<file path="config.mk">
export PLATFORM = sky130hd
export DESIGN_NAME = bbox_tracker
export DESIGN_NICKNAME = d
export VERILOG_FILES = /design/src/rtl/bbox_pkg.sv /design/src/rtl/stream_xy_counter.sv /design/src/rtl/bbox_tracker.sv
export SDC_FILE = /design/constraint.sdc
export NUM_CORES = 1
export LEC_CHECK = 0
export ABC_AREA = 1
export ABC_CLOCK_PERIOD_IN_PS = 9750
export BUFFER_PORTS_ARGS = -buffer_cell sky130_fd_sc_hd__buf_2
export CORE_UTILIZATION = 60
export DETAILED_ROUTE_END_ITERATION = 8
export PLACE_DENSITY = 0.8
export SETUP_SLACK_MARGIN = 0.4
export SYNTH_ARGS = -nofsm -noshare
export SYNTH_HDL_FRONTEND = slang
export SYNTH_HIERARCHICAL = 1
export SYNTH_SLANG_ARGS = --single-unit
</file>
<file path="constraint.sdc">
create_clock -name clk -period 9.75 [get_ports clk]
set_input_delay 1.95 -clock clk [delete_from_list [all_inputs] [get_ports clk]]
set_output_delay 1.95 -clock clk [all_outputs]
set_load 0.01 [all_outputs]
</file>
<file path="src/rtl/bbox_pkg.sv">
// Shared types and helpers for the motion bounding-box tracker.
// Holds the tracker FSM encoding, RGB565 colour constants and a clog2 helper.
package bbox_pkg;

    typedef enum logic [1:0] {
        S_IDLE   = 2'd0,
        S_SCAN   = 2'd1,
        S_COMMIT = 2'd2
    } state_t;

    localparam logic [15:0] RGB565_BLACK = 16'h0000;
    localparam logic [15:0] RGB565_RED   = 16'hF800;
    localparam logic [15:0] RGB565_GREEN = 16'h07E0;
    localparam logic [15:0] RGB565_BLUE  = 16'h001F;

    // Smallest r with 2**r >= value; elaboration-time use only.
    function automatic int clog2(input int value);
        int r;
        r = 0;
        for (int i = 0; i < 31; i++) begin
            if ((1 << i) < value) r = i + 1;
        end
        return r;
    endfunction

endpackage

</file>
<file path="src/rtl/stream_xy_counter.sv">
// Pixel/line position counters for one DVP-style stream, saturating at all-ones,
// with a flag telling whether the current position lies inside the active image.
module stream_xy_counter #(
    parameter int MAX_H = 640,
    parameter int MAX_V = 480,
    parameter int CW    = 10
) (
    input  logic          clk,
    input  logic          rst,
    input  logic          vsync,
    input  logic          href,
    input  logic          de,
    output logic [CW-1:0] h,
    output logic [CW-1:0] v,
    output logic          in_range
);

    localparam logic [CW-1:0] CNT_MAX = '1;
    localparam logic [CW-1:0] ONE     = CW'(1);
    localparam logic [CW:0]   H_LIM   = (CW+1)'(MAX_H);
    localparam logic [CW:0]   V_LIM   = (CW+1)'(MAX_V);

    logic href_d;

    // h/v hold the coordinate of the pixel presented in the current cycle.
    always_ff @(posedge clk or posedge rst) begin
        if (rst) begin
            h      <= '0;
            v      <= '0;
            href_d <= 1'b0;
        end else begin
            href_d <= href;
            if (!href)
                h <= '0;
            else if (de && h != CNT_MAX)
                h <= h + ONE;
            if (!vsync)
                v <= '0;
            else if (href_d && !href && v != CNT_MAX)
                v <= v + ONE;
        end
    end

    assign in_range = ({1'b0, h} < H_LIM) && ({1'b0, v} < V_LIM);

endmodule

</file>
<file path="src/rtl/bbox_tracker.sv">
// Tracks the bounding box of motion pixels per mask frame and overlays a
// border (plus optional centre marker) onto the camera stream.
module bbox_tracker
    import bbox_pkg::*;
#(
    parameter int          IMG_W       = 640,
    parameter int          IMG_H       = 480,
    parameter int          BOX_THICK   = 3,
    parameter int          MIN_PIX     = 16,
    parameter int          HOLD_FRAMES = 4,
    parameter logic [15:0] BOX_COLOR   = RGB565_RED,
    parameter int          CROSS_EN    = 1,
    localparam int         CW          = clog2((IMG_W > IMG_H) ? IMG_W : IMG_H),
    localparam int         PW          = clog2(IMG_W * IMG_H + 1)
) (
    input  logic          clk,
    input  logic          rst,
    input  logic          mask_vsync,
    input  logic          mask_href,
    input  logic          mask_de,
    input  logic          mask_bit,
    input  logic          vid_vsync,
    input  logic          vid_href,
    input  logic          vid_de,
    input  logic [15:0]   vid_data,
    output logic          out_vsync,
    output logic          out_href,
    output logic          out_de,
    output logic [15:0]   out_data,
    output logic [CW-1:0] box_left,
    output logic [CW-1:0] box_right,
    output logic [CW-1:0] box_top,
    output logic [CW-1:0] box_bottom,
    output logic [CW-1:0] box_cx,
    output logic [CW-1:0] box_cy,
    output logic          box_valid,
    output logic [PW-1:0] box_pix,
    output logic [1:0]    dbg_state
);

    localparam logic [CW-1:0] LEFT_INIT = CW'(IMG_W - 1);
    localparam logic [CW-1:0] TOP_INIT  = CW'(IMG_H - 1);
    localparam logic [PW-1:0] MIN_CNT   = PW'(MIN_PIX);
    localparam logic [PW-1:0] PIX_ONE   = PW'(1);
    localparam logic [3:0]    HOLD_CNT  = 4'(HOLD_FRAMES);
    localparam logic [CW:0]   W_MAX     = (CW+1)'(IMG_W - 1);
    localparam logic [CW:0]   H_MAX     = (CW+1)'(IMG_H - 1);
    localparam logic [CW:0]   THICK_M1  = (CW+1)'(BOX_THICK - 1);
    localparam logic [CW:0]   ONE_W     = (CW+1)'(1);

    state_t        state, state_nxt;
    logic [CW-1:0] mh, mv, vh, vv;
    logic          m_in, v_in;
    logic          mask_vsync_d;
    logic          m_rise, m_fall;
    logic [CW-1:0] acc_left, acc_right, acc_top, acc_bottom;
    logic [PW-1:0] pixcnt;
    logic [3:0]    miss_cnt, miss_inc;
    logic [CW:0]   cx_sum, cy_sum;

    stream_xy_counter #(.MAX_H(IMG_W), .MAX_V(IMG_H), .CW(CW)) u_mask_xy (
        .clk(clk), .rst(rst), .vsync(mask_vsync), .href(mask_href), .de(mask_de),
        .h(mh), .v(mv), .in_range(m_in)
    );

    stream_xy_counter #(.MAX_H(IMG_W), .MAX_V(IMG_H), .CW(CW)) u_vid_xy (
        .clk(clk), .rst(rst), .vsync(vid_vsync), .href(vid_href), .de(vid_de),
        .h(vh), .v(vv), .in_range(v_in)
    );

    // Edge history resets high so a frame already in flight at reset release is skipped.
    always_ff @(posedge clk or posedge rst) begin
        if (rst) mask_vsync_d <= 1'b1;
        else     mask_vsync_d <= mask_vsync;
    end

    assign m_rise    = mask_vsync && !mask_vsync_d;
    assign m_fall    = !mask_vsync && mask_vsync_d;
    assign dbg_state = state;

    always_ff @(posedge clk or posedge rst) begin
        if (rst) state <= S_IDLE;
        else     state <= state_nxt;
    end

    always_comb begin
        state_nxt = state;
        case (state)
            S_IDLE:   state_nxt = S_IDLE;
            S_SCAN:   if (m_fall) state_nxt = S_COMMIT;
            S_COMMIT: state_nxt = S_IDLE;
            default:  state_nxt = S_IDLE;
        endcase
        if (m_rise) state_nxt = S_SCAN;
    end

    always_ff @(posedge clk or posedge rst) begin
        if (rst) begin
            acc_left   <= '0;
            acc_right  <= '0;
            acc_top    <= '0;
            acc_bottom <= '0;
            pixcnt     <= '0;
        end else if (m_rise) begin
            acc_left   <= LEFT_INIT;
            acc_right  <= '0;
            acc_top    <= TOP_INIT;
            acc_bottom <= '0;
            pixcnt     <= '0;
        end else if (state == S_SCAN && mask_de && mask_bit && m_in) begin
            if (mh < acc_left)   acc_left   <= mh;
            if (mh > acc_right)  acc_right  <= mh;
            if (mv < acc_top)    acc_top    <= mv;
            if (mv > acc_bottom) acc_bottom <= mv;
            if (pixcnt != '1)    pixcnt     <= pixcnt + PIX_ONE;
        end
    end

    assign cx_sum   = {1'b0, acc_left} + {1'b0, acc_right};
    assign cy_sum   = {1'b0, acc_top} + {1'b0, acc_bottom};
    assign miss_inc = (miss_cnt == 4'hF) ? miss_cnt : miss_cnt + 4'd1;

    // Box registers only move in the commit cycle, so overlay sees one box per frame.
    always_ff @(posedge clk or posedge rst) begin
        if (rst) begin
            box_left   <= '0;
            box_right  <= '0;
            box_top    <= '0;
            box_bottom <= '0;
            box_cx     <= '0;
            box_cy     <= '0;
            box_pix    <= '0;
            box_valid  <= 1'b0;
            miss_cnt   <= HOLD_CNT;
        end else if (state == S_COMMIT) begin
            if (pixcnt >= MIN_CNT) begin
                box_left   <= acc_left;
                box_right  <= acc_right;
                box_top    <= acc_top;
                box_bottom <= acc_bottom;
                box_cx     <= cx_sum[CW:1];
                box_cy     <= cy_sum[CW:1];
                box_pix    <= pixcnt;
                box_valid  <= 1'b1;
                miss_cnt   <= '0;
            end else begin
                miss_cnt <= miss_inc;
                if (miss_inc >= HOLD_CNT) box_valid <= 1'b0;
            end
        end
    end

    function automatic logic [CW:0] band_end(input logic [CW-1:0] start, input logic [CW:0] lim);
        logic [CW:0] e;
        e = {1'b0, start} + THICK_M1;
        return (e > lim) ? lim : e;
    endfunction

    logic [CW:0] hx, vy, l0, l1, r0, r1, t0, t1, b0, b1, cx, cy;
    logic        in_rows, in_cols, on_band, on_cross;

    assign hx = {1'b0, vh};
    assign vy = {1'b0, vv};
    assign l0 = {1'b0, box_left};
    assign r0 = {1'b0, box_right};
    assign t0 = {1'b0, box_top};
    assign b0 = {1'b0, box_bottom};
    assign l1 = band_end(box_left, W_MAX);
    assign r1 = band_end(box_right, W_MAX);
    assign t1 = band_end(box_top, H_MAX);
    assign b1 = band_end(box_bottom, H_MAX);
    assign cx = {1'b0, box_cx};
    assign cy = {1'b0, box_cy};

    assign in_rows  = (vy >= t0) && (vy <= b0);
    assign in_cols  = (hx >= l0) && (hx <= r0);
    assign on_band  = (in_rows && ((hx >= l0 && hx <= l1) || (hx >= r0 && hx <= r1))) ||
                      (in_cols && ((vy >= t0 && vy <= t1) || (vy >= b0 && vy <= b1)));
    assign on_cross = (CROSS_EN != 0) && (hx + ONE_W >= cx) && (hx <= cx + ONE_W) &&
                      (vy + ONE_W >= cy) && (vy <= cy + ONE_W);

    always_ff @(posedge clk or posedge rst) begin
        if (rst) begin
            out_vsync <= 1'b0;
            out_href  <= 1'b0;
            out_de    <= 1'b0;
            out_data  <= '0;
        end else begin
            out_vsync <= vid_vsync;
            out_href  <= vid_href;
            out_de    <= vid_de;
            if (!vid_de)
                out_data <= '0;
            else if (box_valid && v_in && (on_band || on_cross))
                out_data <= BOX_COLOR;
            else
                out_data <= vid_data;
        end
    end

endmodule

</file>
Word-level counts from Yosys, hierarchy flattened

Index checks and enable logic that the tools add are counted.

$add $sub $neg: 16
$mul: 0
Divide/modulo/power cells: 0
Magnitude comparators: 28
Equal/unequal tests: 13
Shift-type cells: 0
Mux-type cells: 36
Bitwise gates (word level): 0
Reductions and logical operators: 48

Operators with widths:

| operator                                                           | number |
|---|---|
| 2-to-1 mux 10 bit                                                  | 20 |
| <= comparator 10 x 11 -> 1 bit                                     | 6 |
| 2-to-1 mux 19 bit                                                  | 3 |
| adder 10 x 1 -> 11 bit, second input constant                      | 4 |
| adder 10 x 2 -> 11 bit, second input constant                      | 4 |
| 2-to-1 mux 11 bit                                                  | 4 |
| adder 10 x 1 -> 10 bit, second input constant                      | 4 |
| greater-or-equal comparator 10 bit                                 | 4 |
| != test 10 bit, second input constant                              | 4 |
| 2-to-1 mux 16 bit                                                  | 2 |
| logical AND 1 bit                                                  | 26 |
| adder 10 x 10 -> 11 bit                                            | 2 |
| greater-or-equal comparator 11 x 10 -> 1 bit                       | 2 |
| greater-than comparator 11 x 10 -> 1 bit, second input constant    | 2 |
| greater-than comparator 11 x 9 -> 1 bit, second input constant     | 2 |
| greater-than comparator 10 bit                                     | 2 |
| <= comparator 10 bit                                               | 2 |
| < comparator 10 bit                                                | 2 |
| < comparator 10 bit, second input constant                         | 2 |
| < comparator 10 x 9 -> 1 bit, second input constant                | 2 |
| adder 19 x 1 -> 19 bit, second input constant                      | 1 |
| greater-or-equal comparator 19 x 5 -> 1 bit, second input constant | 1 |
| != test 19 bit, second input constant                              | 1 |
| AND reduction 2 bit                                                | 7 |
| other kinds (13)                                                   | 32 |

Bits in registers: 206
Latch bits: 0
Bits in writable memories: 0
Memory bits (read-only): 0
Input bits: 25
Output and inout port bits: 101
Logic and storage cells: 166
Memories: 0

Logic depth before layout (Yosys ltp)

Gate-level depths: netlist (run 1).

Depth in word-level cells: 12
Mapped depth: 29
Gate-level depth less buffers: 28

Modules after synthesis

The synthesis (run 1) kept the hierarchy.

By module, submodules not included:

| module            | instances | cells an instance | area each (um2) | sequential area each (um2) |
|---|---|---|---|---|
| bbox_tracker      | 1         | 1709              | 12914.9         | 4131.5 |
| stream_xy_counter | 2         | 178               | 1338.8          | 525.5 |

Worst setup path after synthesis (run 1)

Ideal clock, no wire load.

Kind: input -> register
Start: input port mask_vsync
End: register acc_bottom[1]
Library setup time: 0.083 ns
Arrival time: 2.978 ns
Data required time: 9.667 ns
Slack: 6.690 ns
Stages on the path: 7
Buffers on the path: 2
Path through: ha_1 clkbuf_1 clkinv_1 nand2_1 buf_2 nand3_1 o21ai_0

Cells in the longest elaborated chain, start to end: 3
Elaborated cells on any way between the ends: 5
Those cells by class: mux: 1; reduce/logical: 4

Ends and longest elaborated chain:

| what                                 | line                | text |
|---|---|---|
| from (decl)                          | bbox_tracker.sv:18  | `input logic mask_vsync,` |
| logical AND 1 bit (*)                | bbox_tracker.sv:77  | `assign m_rise = mask_vsync && !mask_vsync_d;` |
| nonzero test 2 bit (no source line)  | n/a                 |  |
| AND reduction 2 bit (no source line) | n/a                 |  |
| to (signal assigned)                 | bbox_tracker.sv:114 | `if (mv > acc_bottom) acc_bottom <= mv;` |
| to (decl)                            | bbox_tracker.sv:56  | `logic [CW-1:0] acc_left, acc_right, acc_top, acc_bottom;` |

Every way passes the cells marked *; elsewhere a longest branch is shown, timed or not.
A chain may end at the register's enable or synchronous reset.

Worst setup path in the final report (run 1)

Start: input port mask_vsync
End: register acc_bottom[0]

Cells in the longest elaborated chain, start to end: 3
Elaborated cells on any way between the ends: 5
Those cells by class: mux: 1; reduce/logical: 4

Ends and longest elaborated chain:

| what                                 | line               | text |
|---|---|---|
| logical AND 1 bit (*)                | bbox_tracker.sv:77 |  |
| via m_rise                           | bbox_tracker.sv:55 | `logic m_rise, m_fall;` |
| nonzero test 2 bit (no source line)  | n/a                |  |
| AND reduction 2 bit (no source line) | n/a                |  |

Mark *: on every way through the listed nets, which the timed path passes. The rest lies on a longest branch.

==> results.md, run 1 <==
- Period utilisation layout: a little under two fifths
- Yosys top cell area share: approximately 33%
- Clock root buffer master: clkbuf_16
- Synth unique cells: 53
- Setup CP Type: in2reg
- Crit. End Element: register
- Leakage power: between 0.009 and 0.01 uW
- Row count: 58
- Post-synthesis mux area share: less than 1%
- Fmax: 268 MHz
- Top post-synthesis cells by area: dfrtp_1, ha_1, nand2_1
- CP Launch Type: primary input
- Peak VDD IR: roughly 0.15 mV
- Setup TNS: 0 ns
- # fillers: 2047
- Number of global-route vias before repair: ~14000
- CORE AREA: approximately 0.025 mm2
- Setup-failing EPs final: 0
- Compound-Gate Fraction of Synth Area: 12.1%
- Syn_area_per_cell: about 7.6 um2
- Cts bufs inserted: 23
- Drt total wl: a little over 40000 um
- Largest family of logic cells by synthesized area: simple AND/OR/NAND/NOR gates
- Remaining DRCs: 0
- Nets: around 2400
- Initial antenna violation count: 0
- Post-Synth Simple-Gate Area: a little over a quarter
- Max_cap viols: 0
- Vias: roughly 14000
- CTS Buffer Depth: 3
- Routed len/inst: between 15 and 20 um
- Die W: between 150 and 200 um
- PortBufs: between 100 and 150
- Status: finished, final reports clean
- Largest net degree at the start of global routing: 116
- XOR/XNOR Fraction of Synth Area: 3.54%
- Adder-cell share of the synthesized area: around 16%
- EDFF count, synth: 0
- Power per cell area: approximately 200 mW/mm2
- Register area share after synthesis: 33.2%
- Synthesized area: roughly 0.016 mm2
- Synthesis-stage register bit count: 207
- Post-CTS setup buffers: 0
- Worst Hold Class: reg2reg
- Via-to-Cell Ratio: 5.68
- DIE HEIGHT: ~160 um
- Minimum clock period: between 3 and 4 ns
- RSZ-0062 raised after global routing: false
- Layout cell share with drive strength beyond 1: about 11%
- Slew @ Worst Pin: slightly above 1 ns
- First-pass GRT wire length: 66400 um
- CTS Hold Bufs: 0
- Clk pin slew, worst setup/hold paths: approximately 0.06 ns
- Syn-to-layout area delta: 11.6%
- CTS tree: built
- Antenna diodes: 0
- Layout Skew: roughly 0.010 ns
- First-pass DRT Iterations: 5
- DPL Wire Length: about 30000 um
- CP Max Fanout: 24
- Worst Path Required: 10.19 ns
- Clock Latency Late Sink: 0.53 ns
- FFs w/ async S/R, synth: 100%
- Initial Util: between 60 and 70%
- Area leader, netlist: dfrtp_1
- Die area: ~0.027 mm2
- # clock sinks: 207
- Biggest regs: box_pix x19, pixcnt x19, out_data x16
- # IOs: 126
- Initial DRC count: between 1000 and 1500
- Gp weighted congestion: about 0.92
- Resized Gates After CTS: 0
- DP Cell Count: between 2000 and 2500
- Final slew viol count: 0
- Arr. time, crit path: 4.18 ns
- Tot GR Track Use: between 30 and 40%
- Antenna-violating nets left: 0
- Slew headroom: 31.8%
- Congestion Overflow GR: 0
- Non-filler cells, final: 2532
- H-Tree Depth: 1
- Synth warn: 6
- Final hold vios: 0
- Mapped Cells: just over 2000
- Main synth FF type: dfrtp_1
[kinds of logic after synthesis]
logic type                 after synthesis
AOI/OAI and AO/OA                      342
buffers and inverters                  343
other                                    1
adders and majority gates              198
xor gates and xnor gates                63
muxes                                    3
DFF                                    207
and+or+nand+nor                        908
[routing by layer]
metal  part of all wire [%]  global-route usage (%)  wire, um
met1                     43                    41.0     17200
met2                     48                    51.7     19100
met3                    6.6                    3.96      2670
met4                    3.0                    10.1      1210
met5                      0                       0         0
[through the flow]
stage	worst slack (ns)	power (uW)	util, %	cell area (um2)	hold WS (ns)
final	6.01	3410	68.7	17400	0.480
after global routing	5.73	3620	68.7	17400	0.498
after CTS	6.05	3410	68.7	17400	0.482
after detailed placement	5.50	2350	65.0	16500	0.466
after global placement	5.57	2290	65.0	16500	0.460
after floorplan	3.34	1950	-	15600	0.455
[cell type report]
class	instances	area [um2]	area share [%]
sequential	207	5180	29.8
tap	330	413	2.37
inverter	306	1150	6.63
clock buffer	30	652	3.75
multi-input combinational	1516	9050	52.0
clock inverter	12	275	1.58
timing repair buffer	131	671	3.86
[cell usage after synthesis (17+ instances only)]
cell type,count
nand2_1,460
inv_1,300
dfrtp_1,205
ha_1,196
nor2_1,167
o21ai_0,156
nand3_1,130
a21oi_1,109
xor2_1,52
nand4_1,38
nor3_1,33
clkbuf_1,17
[placed cells by master, fill, tap and decap left out, drive strengths merged, types with 30 or more instances in the layout]
cell type / n
buf: 131
a21oi: 112
dfrtp: 205
o21ai: 165
nor2: 186
ha: 196
clkbuf: 30
nor3: 38
xor2: 52
inv: 306
nand2: 481
nand3: 137
nand4: 39
[where the power goes]
| group | total (uW) | internal (uW) | switching [uW] |
|---|---|---|---|
| Combinational | 1170 | 438 | 728 |
| Clock | 1050 | 685 | 369 |
| Sequential | 1190 | 1010 | 178 |
[worst max-delay path, cell delays in order]
cell and delay [ns]:
buf_2 0.24, ha_1 0.19, buf_4 0.28, clkinv_1 0.54
buf_4 0.40, nand2_1 0.33, nand3_1 0.13, o21ai_0 0.10
[worst paths after layout]
path / startpoint / end / slack, ns / cells after the start
worst max-delay path: mask_vsync / acc_bottom[0]$_DFFE_PP0P_ / 6.01 / 8
worst min-delay path: box_pix[12]$_DFFE_PP0P_ / box_pix[12]$_DFFE_PP0P_ / 0.48 / 2
worst max register to register: box_top[2]$_DFFE_PP0P_ / out_data[7]$_DFF_PP0_ / 6.26 / 26
worst min register to register: box_pix[12]$_DFFE_PP0P_ / box_pix[12]$_DFFE_PP0P_ / 0.48 / 2
max in group asynchronous: rst / acc_left[0]$_DFFE_PP0P_ / 6.61 / 3
min in group asynchronous: rst / dbg_state[1]$_DFFE_PP0P_ / 1.57 / 2
Power figures use the tool's default switching activity.
==> run 2, diff against run 1 <==
Settings changed: ABC_CLOCK_PERIOD_IN_PS 9750 to 3000, CORE_UTILIZATION 60 to 56, PLACE_DENSITY 0.8 to 0.78.
Clock period 9.75 ns to 3 ns, I/O delays scaled along.
==> run 2 against run 1 <==
Against the previous run: global-route usage is 0.054 points lower; design area is 7.2% higher; largest cell class unchanged; the run now ends with setup timing left; routed wire length is 7.0% higher; core utilization is 0.11 points higher; critical path type is now reg2reg.
==> results.md, run 2 (same netlist as run 1, synthesis figures left out) <==
- Via-to-Cell Ratio: 5.57 (-2.0%)
- RSZ-0062 raised after global routing: true
- WP buf/inv: 2 (-2)
- Max_cap viols: 0 (unchanged)
- Non-filler cells, final: 2688 (+6.2%)
- Fmax: between 300 and 400 MHz
- Routed len/inst: 16.0 um (+0.79%)
- Hold Crit Start: vid_data[0]
- R2R Path End: out_data[6]$_DFF_PP0_
- Biggest regs: box_pix x19, pixcnt x19, out_data x16
- Remaining DRCs: 0 (unchanged)
- Row count: 60 (+3.4%)
- Largest net degree at the start of global routing: 135 (+16%)
- Vias: 15000 (+4.0%)
- First-pass GRT wire length: 70900 um (+6.8%)
- Slew headroom: 43.7% (+12 points)
- DR WL met3: 2750 um (+3.1%)
- Status: complete, but fails checks
- DIE HEIGHT: 169 um (+3.5%)
- Tot GR Track Use: 30.7% (-0.054 points)
- Fin Hold WS: 0.274 ns (-0.206 ns)
- Final hold vios: 0 (unchanged)
- CTS tree: built
- Slew @ Worst Pin: 0.843 ns (-0.179 ns)
- Clk pin slew, worst setup/hold paths: 0.07 ns (about the same)
- Setup WS post-layout: -0.167 ns (-6.18 ns)
- Nets: 2521 (+4.7%)
- Initial Util: 57.5% (-4.0 points)
- Power after layout: 11900 uW (+250%)
- Wire length on met2: 20400 um (+6.6%)
- Multi-input logic area: 0.00939 mm2 (+3.7%)
- Critical-path top delay cell: dfrtp_1
- H-Tree Depth: 1 (unchanged)
- Initial DRC count: 951 (-23%)
- Cts bufs inserted: 24 (+4.3%)
- # fillers: 2163 (+5.7%)
- Violated checks: setup timing
- Top Metal Used: met5
- CORE AREA: 0.0271 mm2 (+7.0%)
- Congestion Overflow GR: 0 (unchanged)
- Period utilisation layout: 106%
- Clock Latency Late Sink: 0.56 ns (+0.03 ns)
- Die area: 0.0285 mm2 (+7.1%)
- Max stage delay on crit path: 0.41 ns (-0.13 ns)
- Setup-failing EPs final: 16 (+16)
- Most common cell after layout, fill and taps aside: nand2_1
- Hold EP: out_data[0]$_DFF_PP0_
- Arr. time, crit path: 3.59 ns (-0.59 ns)
- Routed metal-1 wirelength: 18400 um (+6.7%)
- Power per cell area: 637 mW/mm2 (+230%)
- Gp weighted congestion: 0.947 (+3.2%)
- Die W: 169 um (+3.5%)
- Number of global-route vias before repair: 14800 (+7.4%)
- Antenna diodes: 0 (unchanged)
- Antenna-violating nets left: 0 (unchanged)
- Reg2reg path depth: 23 (-12%)
- Layout Skew: 0.0342 ns (+0.0241 ns)
- Worst Hold Class: in2reg
- RR Startpoint: box_bottom[1]$_DFFE_PP0P_
- Setup TNS: -2.44 ns (-2.44 ns)
- Leakage power: 0.00975 uW (+6.3%)
- Initial antenna violation count: 1 (+1)
- Final slew viol count: 0 (unchanged)
- Delay-heaviest family, CP: simple AND/OR/NAND/NOR gates
- Syn-to-layout area delta: 19.6%
- Crit. End Element: register
- CTS Buffer Depth: 3 (unchanged)
- Layout cell share with drive strength beyond 1: 18.6% (+7.5 points)
- Most frequent cells in the layout: nand2_1, inv_1, dfrtp_1
- PortBufs: 125 (unchanged)
- Worst reg-to-reg setup slack: -0.17 ns (-6.43 ns)
- # IOs: 126 (unchanged)
- CP Launch Type: register
- Clock root buffer master: clkbuf_16
- Setup CP Type: reg2reg
- CP Max Fanout: 8 (-67%)
- # clock sinks: 207 (unchanged)
- FF+latch area: 0.00519 mm2 (about the same)
- Peak VDD IR: 0.525 mV (+260%)
- CP Cell Sequence: inv_1, nor3_2, nand2_2, nor2_4, nand3_1, a21oi_2, a21oi_1, nand2_2, nor2_1, ha_1, a21o_1, a21oi_2, nand3_1, nand2_1, nand2_1, nand2_2, nand2_1, nand2_1, inv_2, nand2_2, nand2_4, nand2_8, nor2_1
- DPL Wire Length: 31500 um (+5.9%)
- Final core occ: 68.8% (+0.11 points)
- DP Cell Count: 2618 (+5.1%)
- Minimum clock period: about 3.2 ns
- First-pass DRT Iterations: 6 (+1)
- Drt total wl: 43000 um (+7.0%)
- Worst Path Required: 3.42 ns (-6.77 ns)
- Hold path depth: 3 (+1)
run 2: changes by cell type in the layout (fill, tap and decap cells not counted), sizes merged:
cell	before	now
buf	131	242
bufinv	8	7
clkbuf	30	25
clkinv	4	11
clkinvlp	0	4
inv	306	303
nand2	481	482
run 2: cell type report:
type	count	area share [%]
Clock buffer	25	3.24
Clock inverter	19	1.64
Inverter	306	6.22
Multi-Input combinational cell	1517	50.4
Sequential cell	207	27.8
Tap cell	372	2.50
Timing Repair Buffer	242	8.22
run 2: per-stage QoR:
step	instance area, um2	setup slack [ns]
2_1_floorplan	15600	0.142
3_3_place_gp	17200	-0.0282
3_5_place_dp	17200	-0.226
4_1_cts	18400	-0.0779
5_1_grt	18600	-0.404
6_report	18600	-0.167
run 2: how the worst max path moves through the flow:
stage | slack, ns | from | cells past startpoint | to
2_1_floorplan | 0.14 | box_right[1]$_DFFE_PP0P_ | 24 | out_data[10]$_DFF_PP0_
4_1_cts | -0.08 | box_left[1]$_DFFE_PP0P_ | 24 | out_data[3]$_DFF_PP0_
6_report | -0.17 | box_bottom[1]$_DFFE_PP0P_ | 23 | out_data[6]$_DFF_PP0_
3_3_place_gp | -0.03 | box_right[1]$_DFFE_PP0P_ | 23 | out_data[3]$_DFF_PP0_
5_1_grt | -0.40 | box_bottom[1]$_DFFE_PP0P_ | 24 | out_data[1]$_DFF_PP0_
3_5_place_dp | -0.23 | box_left[1]$_DFFE_PP0P_ | 24 | out_data[1]$_DFF_PP0_
run 2: power breakdown:
group,switching [uW],total [uW],internal (uW)
Clock,1280,3360,2080
Combinational,2730,4720,1990
Sequential,514,3800,3280
Total,4520,11900,7350
run 2: worst reg2reg max path: cells and delay by family (launching register included):
kind            cells  cell delay (ns)
compound gates      4             0.54
buf+inv             2             0.14
simple gates       16             1.65
fa+ha+maj           1             0.31
flops               1             0.41
run 2: what timing repair did:
action / 4_1_cts / 5_1_grt
hold buffers: 0 / 0
setup endpoints to repair: 16 / 44
setup buffers: 18 / 7
gates cloned: 1 / 0
pin swaps: 27 / 24
resized for setup: 33 / 56
run 2: metal layers:
layer	vias up	track usage (%)
li1	7270	-
met2	497	52.8
met5	-	0
met1	7071	39.1
met3	119	4.21
met4	2	12.1
==> run 3, diff against run 2 <==
Settings changed: RECOVER_POWER set to 25, SYNTH_HIERARCHICAL 1 to unset.
==> run 3 against run 2 <==
Against the previous run: the run ends with DRC, capacitance limit, slew limit, setup timing left; worst setup slack worse by 0.31 ns; largest cell class unchanged; area after synthesis down 3.8%; sequential power up 1%; critical path depth up 4; global-route usage down 0.51 points; critical path type unchanged; synthesized cell count down 5.2%.
==> results.md, run 3 <==
- Post-place setup slack: -0.309 ns (-0.0831 ns)
- Nets: 2427 (-3.7%)
- CORE AREA: 0.0261 mm2 (-3.6%)
- Setup WS post-layout: -0.475 ns (-0.308 ns)
- Layout Skew: 0.0149 ns (-0.0193 ns)
- Clock Latency Late Sink: 0.54 ns (-0.02 ns)
- Delay-heaviest family, CP: simple AND/OR/NAND/NOR gates
- Main synth FF type: dfrtp_1
- DPL Wire Length: 31000 um (-1.5%)
- Setup TNS: -6.84 ns (-4.39 ns)
- H-Tree Depth: 1 (unchanged)
- Syn-to-layout area delta: 21.4%
- Critical Path Most Common Cell: nand2_2
- CP Launch Type: register
- Status: complete, but fails checks
- Gp weighted congestion: 0.993 (+4.8%)
- Via-to-Cell Ratio: 5.63 (+1.2%)
- Most frequent cells after synthesis: nand2_1, inv_1, dfrtp_1
- Top post-synthesis cells by area: dfrtp_1, ha_1, nand2_1
- Max_cap viols: 1 (+1)
- PortBufs: 125 (unchanged)
- Worst Path Required: 3.44 ns (+0.02 ns)
- Initial DRC count: 1157 (+22%)
- Syn_area_per_cell: 7.66 um2 (+1.4%)
- CTS Buffer Depth: 3 (unchanged)
- First-pass GRT wire length: 68100 um (-3.8%)
- Cts bufs inserted: 24 (unchanged)
- Routed len/inst: 16.5 um (+3.2%)
- Number of global-route vias before repair: 13800 (-6.7%)
- Slew headroom: -6.15% (-50 points)
- Leakage power: 0.00939 uW (-3.7%)
- Power after layout: 12200 uW (+3.0%)
- Most frequent cell after synthesis: nand2_1
- CTS Hold Bufs: 0 (unchanged)
- Row count: 59 (-1.7%)
- Worst Hold Class: in2async
- Clk pin slew, worst setup/hold paths: 0.06 ns (about the same)
- Fmax: 288 MHz (-8.9%)
- RSZ-0062 raised after global routing: true
- Tot GR Track Use: 30.2% (-0.51 points)
- Congestion Overflow GR: 0 (unchanged)
- FFs w/ async S/R, synth: 100% (unchanged)
- Initial antenna violation count: 0 (-1)
- Most common cell after layout, fill and taps aside: nand2_1
- CTS tree: built
- Register area share after synthesis: 34.4% (+1.2 points)
- # IOs: 126 (unchanged)
- CP Max Fanout: 6 (-2)
- Area leader, netlist: dfrtp_1
- Antenna-violating nets left: 0 (unchanged)
- Die W: 166 um (-1.9%)
- Fin Hold WS: 0.220 ns (-0.0537 ns)
- WP buf/inv: 7 (+5)
- Most frequent cells in the layout: nand2_1, inv_1, dfrtp_1
- Final hold vios: 0 (unchanged)
- EDFF count, synth: 0 (unchanged)
- Layout cell share with drive strength beyond 1: 19.7% (+1.2 points)
- DIE HEIGHT: 166 um (-1.9%)
- Synth warn: 0 (-6)
- Setup-failing EPs final: 16 (unchanged)
- Final slew viol count: 31 (+31)
- Clock root buffer master: clkbuf_16
- Critical-path top delay cell: dfrtp_2
- Drt total wl: 42300 um (-1.7%)
- Violated checks: DRC, capacitance limit, slew limit, setup timing
- Largest net degree at the start of global routing: 121 (-10%)
- First-pass DRT Iterations: 8 (+2)
- Antenna diodes: 0 (unchanged)
- Setup CP Type: reg2reg
- Biggest regs: box_pix x19, pixcnt x19, out_data x16
- Synth unique cells: 52 (-1.9%)
- Die area: 0.0274 mm2 (-3.8%)
- Synthesized area: 0.0150 mm2 (-3.8%)
- Period utilisation layout: 116% (+10 points)
- Crit. End Element: register
- Power per cell area: 671 mW/mm2 (+5.4%)
- Vias: 14400 (-3.6%)
- Slew @ Worst Pin: 1.59 ns (+0.749 ns)
- Initial Util: 57.4% (-0.14 points)
- Max stage delay on crit path: 0.46 ns (+0.05 ns)
- # clock sinks: 206 (-0.48%)
- Synthesis-stage register bit count: 206 (-0.48%)
- Remaining DRCs: 16 (+16)
- Mapped Cells: 1958 (-5.2%)
- Peak VDD IR: 0.630 mV (+20%)
- # fillers: 2093 (-3.2%)
- Yosys top cell area share: 34.0% (+1.1 points)
- Minimum clock period: 3.48 ns (+0.308 ns)
- Final core occ: 69.7% (+0.90 points)
- Arr. time, crit path: 3.91 ns (+0.32 ns)
## run 3: final timing paths
kind | start | endpoint | slack [ns] | cells after the start
worst min-delay path | rst | acc_bottom[5]$_DFFE_PP0P_ | 0.22 | 2
max in group asynchronous | rst | miss_cnt[1]$_DFFE_PP0N_ | 0.84 | 3
worst min register to register | box_pix[13]$_DFFE_PP0P_ | box_pix[13]$_DFFE_PP0P_ | 0.48 | 2
min in group clk | vid_de | out_de$_DFF_PP0_ | 0.26 | 1
worst max-delay path | box_left[2]$_DFFE_PP0P_ | out_data[5]$_DFF_PP0_ | -0.48 | 27
worst max register to register | box_left[2]$_DFFE_PP0P_ | out_data[5]$_DFF_PP0_ | -0.48 | 27
## run 3: cell type report
type	instances	area (um2)	share of cell area (%)
Timing Repair Buffer	256	1660	9.10
Clock buffer	34	678	3.72
Multi-Input combinational cell	1414	8990	49.4
Tap cell	335	419	2.30
Inverter	304	1150	6.31
Sequential cell	206	5160	28.3
Clock inverter	10	155	0.852
## run 3: routing by layer
metal,part of all wire (%),vias up,track usage [%]
li1,-,7000,-
met1,44,6795,41.4
met2,46,512,50.3
met3,6.6,108,3.25
met4,3.4,0,9.67
met5,0,-,0
## run 3: cells by family after synthesis
logic type	count (synthesis)	share of synthesized area (%)
simple gates	811	23.9
compound gates	348	13.1
buf+inv	339	8.80
flops	206	34.4
fa+ha+maj	196	16.5
xor+xnor	56	3.27
other cells	1	0.0250
mux	1	0.0667
## run 3: timing repair
item,4_1_cts,5_1_grt
pin swaps,4,43
gates resized for setup,19,87
gates cloned,0,1
setup endpoints to repair,16,18
buffers inserted,8,12
## run 3: where the power goes
group	total, uW	internal, uW	switching [uW]
Clock	3080	1840	1230
Combinational	5300	2230	3070
Sequential	3850	3290	567
## run 3: stage by stage
stage,std cells,area (um2)
2_1_floorplan,1959,15000
4_1_cts,2546,17800
3_5_place_dp,2494,16800
6_report,2559,18200
3_3_place_gp,2494,16800
5_1_grt,2559,18200
